<file path="config.mk">
export PLATFORM = sky130hd
export DESIGN_NAME = axi_stream_master
export DESIGN_NICKNAME = d
export VERILOG_FILES = /design/src/rtl/axi_stream_master.sv
export SDC_FILE = /design/constraint.sdc
export NUM_CORES = 2
export LEC_CHECK = 0
export ABC_AREA = 1
export CAP_MARGIN = 20
export CORE_AREA = 10 10 400 402
export DETAILED_ROUTE_END_ITERATION = 10
export DIE_AREA = 0 0 410 412
export GPL_ROUTABILITY_DRIVEN = 0
export HOLD_SLACK_MARGIN = 0.1
export PLACE_DENSITY = 0.59
export SYNTH_ARGS = -nofsm -noshare
export SYNTH_HDL_FRONTEND = slang
export SYNTH_SLANG_ARGS = --single-unit
</file>
<file path="constraint.sdc">
create_clock -name clk -period 2.05 [get_ports clk]
set_input_delay 0.615 -clock clk [delete_from_list [all_inputs] [get_ports clk]]
set_output_delay 0.615 -clock clk [all_outputs]
set_load 0.05 [all_outputs]
</file>
<file path="src/rtl/axi_stream_master.sv">
// axi_stream_master: 2-entry skid FIFO presenting internal-core beats as an AXI-Stream master.
// Handshake outputs are registered so neither ready_internal nor valid sees ready_sys combinationally.
module axi_stream_master #(
  parameter int DATA_WIDTH = 512,
  parameter int CNT_WIDTH  = 16
) (
  input  logic                  clk,
  input  logic                  resetN,
  input  logic                  valid_internal,
  input  logic [DATA_WIDTH-1:0] data_in,
  input  logic                  last_in,
  output logic                  ready_internal,
  input  logic                  ready_sys,
  output logic                  valid,
  output logic [DATA_WIDTH-1:0] data_out,
  output logic                  last,
  output logic [CNT_WIDTH-1:0]  beat_cnt,
  output logic [CNT_WIDTH-1:0]  pkt_cnt
);
  typedef enum logic [1:0] {EMPTY, ONE, FULL} state_t;
  state_t                state;
  logic [DATA_WIDTH-1:0] tail_data;
  logic                  tail_last;
  logic                  push, pop;
  assign push = valid_internal && ready_internal;
  assign pop  = valid && ready_sys;
  // data_out/last are the head entry itself; tail only holds the second beat in FULL
  always_ff @(posedge clk or negedge resetN) begin
    if (!resetN) begin
      state          <= EMPTY;
      ready_internal <= 1'b0;
      valid          <= 1'b0;
      data_out       <= '0;
      last           <= 1'b0;
      tail_data      <= '0;
      tail_last      <= 1'b0;
      beat_cnt       <= '0;
      pkt_cnt        <= '0;
    end else begin
      if (pop) begin
        beat_cnt <= last ? '0 : beat_cnt + 1'b1;
        if (last) pkt_cnt <= pkt_cnt + 1'b1;
      end
      case (state)
        EMPTY: begin
          ready_internal <= 1'b1;
          if (push) begin
            state    <= ONE;
            valid    <= 1'b1;
            data_out <= data_in;
            last     <= last_in;
          end
        end
        ONE: begin
          if (push && !pop) begin
            state          <= FULL;
            ready_internal <= 1'b0;
            tail_data      <= data_in;
            tail_last      <= last_in;
          end else if (push) begin
            data_out <= data_in;
            last     <= last_in;
          end else if (pop) begin
            state <= EMPTY;
            valid <= 1'b0;
          end
        end
        FULL: begin
          if (pop) begin
            state          <= ONE;
            ready_internal <= 1'b1;
            data_out       <= tail_data;
            last           <= tail_last;
          end
        end
        default: state <= EMPTY;
      endcase
    end
  end
endmodule
</file>
## Word level (Yosys, flattened, before mapping)

Cells that the tools add are included.

| word-level totals | value |
|---|---|
| output and inout port bits | 547 |
| flip-flop bits (word level) | 1,062 |

| operators by class | value |
|---|---|
| muxes and demuxes | 23 |
| add/sub/neg operators | 2 |
| equality and inequality tests | 10 |
| reductions and logical operators | 13 |

Operators by type and width:

| operator | count |
|---|---|
| 2-to-1 mux 512 bit | 3 |
| one-hot mux 512 bit (3 select lines) | 1 |
| adder 16 x 1 -> 16 bit (second input constant) | 2 |
| 2-to-1 mux 16 bit | 1 |
| != test 2 bit (second input constant) | 6 |
| 2-to-1 mux 2 bit | 5 |
| 2-to-1 mux 1 bit | 9 |
| != test 3 bit (second input constant) | 2 |
| one-hot mux 1 bit (3 select lines) | 2 |
| one-hot mux 2 bit (3 select lines) | 1 |
| AND reduction 3 bit | 2 |
| AND reduction 5 bit | 1 |
| AND reduction 2 bit | 2 |
| AND reduction 4 bit | 1 |
| logical AND 1 bit | 3 |
| nonzero test 3 bit | 1 |
| == test 2 x 1 -> 1 bit (second input constant) | 1 |
| == test 2 bit (second input constant) | 1 |
| logical NOT 2 bit | 1 |
| one-hot mux 1 bit (2 select lines) | 1 |
| nonzero test 2 bit | 1 |
| logical NOT 1 bit | 1 |

## Logic depth before layout (Yosys ltp)

| logic depth | value |
|---|---|
| depth in word-level cells | 5 |
| gate-level depth with buffers | 9 |

## Worst setup path after synthesis

No wires, ideal clock.

| timing | value |
|---|---|
| kind | flip-flop to flip-flop |
| start | register valid |
| end | register data_out[374] |
| data required time | 1,920 ps |
| clock period less this slack | 1,910 ps |
| setup slack | 140 ps |
| cell stages (with the launch flop) | 9 |
| buffers on the path | 3 |
| arrival | 1,780 ps |
| cells stage by stage | dfrtp_1 > nand2_2 > o21ai_2 > nand3_2 > buf_4 > buf_2 > buf_2 > nand2_1 > o21ai_1 |

| between the ends | value |
|---|---|
| cells in the longest elaborated chain, start to end | 5 |

RTL lines:

| what | line | text |
|---|---|---|
| from (decl) | 14 | `output logic valid,` |
| from (signal assigned) | 32 | `valid <= 1'b0;` |
| from (signal assigned) | 49 | `valid <= 1'b1;` |
| from (signal assigned) | 65 | `valid <= 1'b0;` |
| logical AND 1 bit * | 26 | `assign pop = valid && ready_sys;` |
| logical NOT 1 bit | 55 | `if (push && !pop) begin` |
| logical AND 1 bit | 55 |  |
| != test 2 bit (no source line) | n/a |  |
| AND reduction 3 bit (no source line) * | n/a |  |
| to (signal assigned) | 50 | `data_out <= data_in;` |
| to (signal assigned) | 61 | `data_out <= data_in;` |
| to (signal assigned) | 72 | `data_out <= tail_data;` |
| to (decl) | 15 | `output logic [DATA_WIDTH-1:0] data_out,` |

Every way passes the cells marked *; elsewhere a longest branch is shown, timed or not.
A chain may end at the register's enable or synchronous reset.

## Final worst setup path

| timing | value |
|---|---|
| start | register beat_cnt[8] |
| end | output beat_cnt[8] |

RTL lines:

| what | line | text |
|---|---|---|
| from (decl) | 17 | `output logic [CNT_WIDTH-1:0] beat_cnt,` |
| from (signal assigned) | 41 | `beat_cnt <= last ? '0 : beat_cnt + 1'b1;` |

No word-level cell between the ends.

==> summary.txt <==
Pwr Total - 0.0453 W
overall via count from detail_route - 38100
Sequential Power Share - 46.3%
count of nets left with antenna violations after detail routing - 0
fraction of layout instances using a drive strength above 1 - 16.3%
Achievable Freq - 483 MHz
most area-consuming cells after synthesis - dfrtp_1 (60%), nand2_1 (14%), o21ai_0 (11%)
Int Power - 0.0350 W
ys async rst share - 100%
CP Class - flop to output pin
pin count of the biggest net entering global routing - 120
slack of the critical path - -0.0189 ns
Syn Inst Count - 5195
number of cell rows - 143
signal arrival time at the worst endpoint - 1.45 ns
most instantiated flip-flop cell in the synthesis netlist - dfrtp_1
post-route clock period utilization - 101%
RSZ-0062 raised after global routing - yes
startpoint kind of the worst setup timing path - flop
die area - 169000 µm²
clock transition at the registers of the reported paths - 0.06 ns
post-DR wirelength/cell - 19.4 µm
result of the run - finished with violations
net total in the final layout - 6799
CTS H-tree depth - 3
combinational family with the most area after synthesis - compound AO/OA/AOI/OAI gates
total half-perimeter wirelength after legalization and detailed placement - 125 mm
simple-gate share of the synthesized area - 14.3%
CP cell instances - buf_12
Clock Tree Buf Depth - 3
final setup violation count - 2
final worst clock skew - 0.0685 ns
adder-cell area share of the yosys netlist - 0.0564%
Worst Setup End Kind - output pin
count of unique library cells instantiated by Yosys - 27
number of DRC markers after the initial detailed-route iteration - 3151
violated checks - negative setup slack
mean post-synth cell area - 8.55 µm²
clock latency on the worst-skew pair - 0.74 ns
portion of netlist area occupied by mux cells - 0%
post-placement setup slack - -0.428 ns
library cell contributing the largest single delay on the critical path - dfrtp_2
via count of the first global-routing pass - 37700
Overflow after GRT - 0
Final Max Slew Viols - 0
CTS tree - built
Top delay family on crit path - flip-flops
XOR/XNOR Fraction of Synth Area - 0.237%
standard cell core area - 152000 µm²
normalized max-slew margin - 53.9%
data required time of the critical path - 1.43 ns
CP Max Fanout - 4
count of synthesis-stage warnings from yosys - 0
total routing usage reported by global routing - 18.6%
Layout Area Growth over Synthesis - 40.6%
number of DRC violations after detailed routing - 0
final worst path period need - 2.07 ns
Multi-input gate area - 14300 µm²
share of total power in the clock network - 49.3%
first-pass GRT wire length - 243 mm
fill cell count - 14900
compound-cell area share of the yosys netlist - 17.7%
area of the mapped netlist - 44400 µm²
worst stage delay on the critical path - 0.50 ns
part of the power in combinational logic - 4.5%
overall routed net length - 164 mm
clock tree root buffer cell - clkbuf_16
number of synthesized flops with an enable pin - 0
power density relative to cell area - 726 nW/µm²
Chip Height - 412 µm
Buffers & Inverters on Critical Path - 1
post-synthesis net count - 5714
Vias/cell - 4.52
overall die width - 410 µm
transition time at the pin with the least slew margin - 0.692 ns
share of the yosys chip area belonging to registers - 59.8%
highest ir drop seen on vdd - 0.643 mV
number of primary I/O pins - 1064
number of antenna violations at the first check in global routing - 27
number of buffers added by the clock tree synthesis step - 119
number of endpoints with negative hold slack in the final report - 0
initial core utilization - 29.3%
portion of synthesized cell area occupied by the leading cell type - 59.8%
cell accounting for the most synthesized area - dfrtp_1
number of synthesized register bits - 1062
TritonCTS sink count - 1062
class of the most critical hold timing path - input port to flop
max-cap check violation count - 0
Sequential Area - 26600 µm²
Switching Share - 22.7%
Port Buf Inserts - 1063
leakage power figure - 28.9 nW
power dissipated by switching net loads - 0.0103 W
DRT Pass-1 Iters - 8
[synth_stat cells, types with 3 or more instances]
master	instances
inv_1	537
clkbuf_1	210
nor2_1	42
nor3_1	5
buf_4	4
o21ai_0	958
nand3_1	13
nand4_1	3
buf_6	10
nand2_1	1605
xnor2_1	7
a21oi_1	6
o21ai_1	596
buf_1	18
buf_2	100
dfrtp_1	1062
xor2_1	5
[layout make-up]
class | instances | share of cell area (%)
flip-flops and latches | 1062 | 42.6
multi-input cells | 3253 | 23.0
repair buffers | 1306 | 20.4
clock buffers | 181 | 5.70
well taps | 2030 | 4.07
inverters | 538 | 3.23
clock inverters | 46 | 0.952
diodes | 17 | 0.0681
[repair_timing]
item                       CTS  global route
gates resized for setup    126            10
setup endpoints to repair   97            50
hold buffers                 1             0
setup buffers               32             4
pin swaps                    0             1
hold endpoints to repair   254             0
cloned                       0             2
[sequential cells by signal, summed over array words and instances (netlist names)]
signal	flops
state	2
pkt_cnt	16
tail_last	1
ready_internal	1
data_out	512
beat_cnt	16
valid	1
tail_data	512
last	1
[placed cells by master (no fill, tap or decap), types with 2 or more instances in the layout]
master              n
clkbuf_8           35
inv_1             537
inv_6               5
buf_8              11
buf_4             606
clkbuf_16         121
xor2_1              5
clkdlybuf4s50_1   515
xnor2_1             7
buf_6              74
clkinv_2           22
nand3_1            13
clkinv_16           5
a21oi_1             6
o21ai_0           958
dfrtp_2            41
o21ai_1           596
nor2_1             42
clkinvlp_4          4
nand3_4             2
ha_1                2
diode_2            17
nand4_1             3
a211oi_1            2
buf_12             96
nor3b_1             2
dfrtp_1          1021
clkbuf_1           27
nor3_1              5
bufinv_16           8
nand2_1          1604
[worst register-to-register path: stages (launching register included)]
cell     delay [ns]
dfrtp_1        0.46
nand2_4        0.21
buf_12         0.25
buf_12         0.26
buf_4          0.27
nand2_1        0.07
o21ai_0        0.09
o21ai_1        0.11
[power groups by stage]
stage                     Combinational, W  Sequential, W  Clock [W]
after floorplan                   0.000258         0.0214          0
after detailed placement           0.00207         0.0213          0
after global routing               0.00222         0.0209     0.0237
after CTS                          0.00208         0.0210     0.0229
final                              0.00203         0.0210     0.0223
after global placement             0.00207         0.0213          0
[layer usage]
layer  routed length, µm  part of all wire [%]  global-route usage (%)  vias up
met5                  76                 0.046                       0        -
met4                6280                   3.8                    7.06       12
met3               10700                   6.5                    4.63      274
met2               80600                    49                    31.7     1133
met1               66300                    40                    22.6    17900
li1                    -                     -                       -    18800
[final timing paths]
kind | cells after the start | slack (ns) | end | start
worst max-delay path | 1 | -0.02 | beat_cnt[8] | beat_cnt[8]
worst min-delay path | 3 | 0.44 | tail_data[143] | data_in[143]
worst max register to register | 7 | 0.18 | data_out[334] | state[1]
worst min register to register | 2 | 0.48 | tail_data[351] | tail_data[351]
max in group asynchronous | 3 | 0.71 | tail_data[41] | resetN
min in group asynchronous | 3 | 0.60 | data_out[378] | resetN
[logic make-up after synthesis]
logic type,count (synthesis)
and+or+nand+nor,1674
buffers and inverters,880
DFF,1062
adders and majority gates,2
AOI/OAI and AO/OA,1565
xor gates and xnor gates,12
[through the flow]
step | cells | util [%] | TNS (ns) | cell area (µm²) | hold slack (ns)
global route | 8429 | 41.2 | -0.354 | 62400 | 0.401
finish | 8433 | 41.2 | -0.0307 | 62400 | 0.439
global placement | 8150 | 37.9 | -306.92 | 57500 | 0.460
floorplan | 5195 | - | 0 | 44400 | 0.319
CTS | 8410 | 41.1 | -0.614 | 62300 | 0.362
detailed placement | 8150 | 37.9 | -289.85 | 57500 | 0.467
Note: power is estimated with default switching activity, not from simulation.
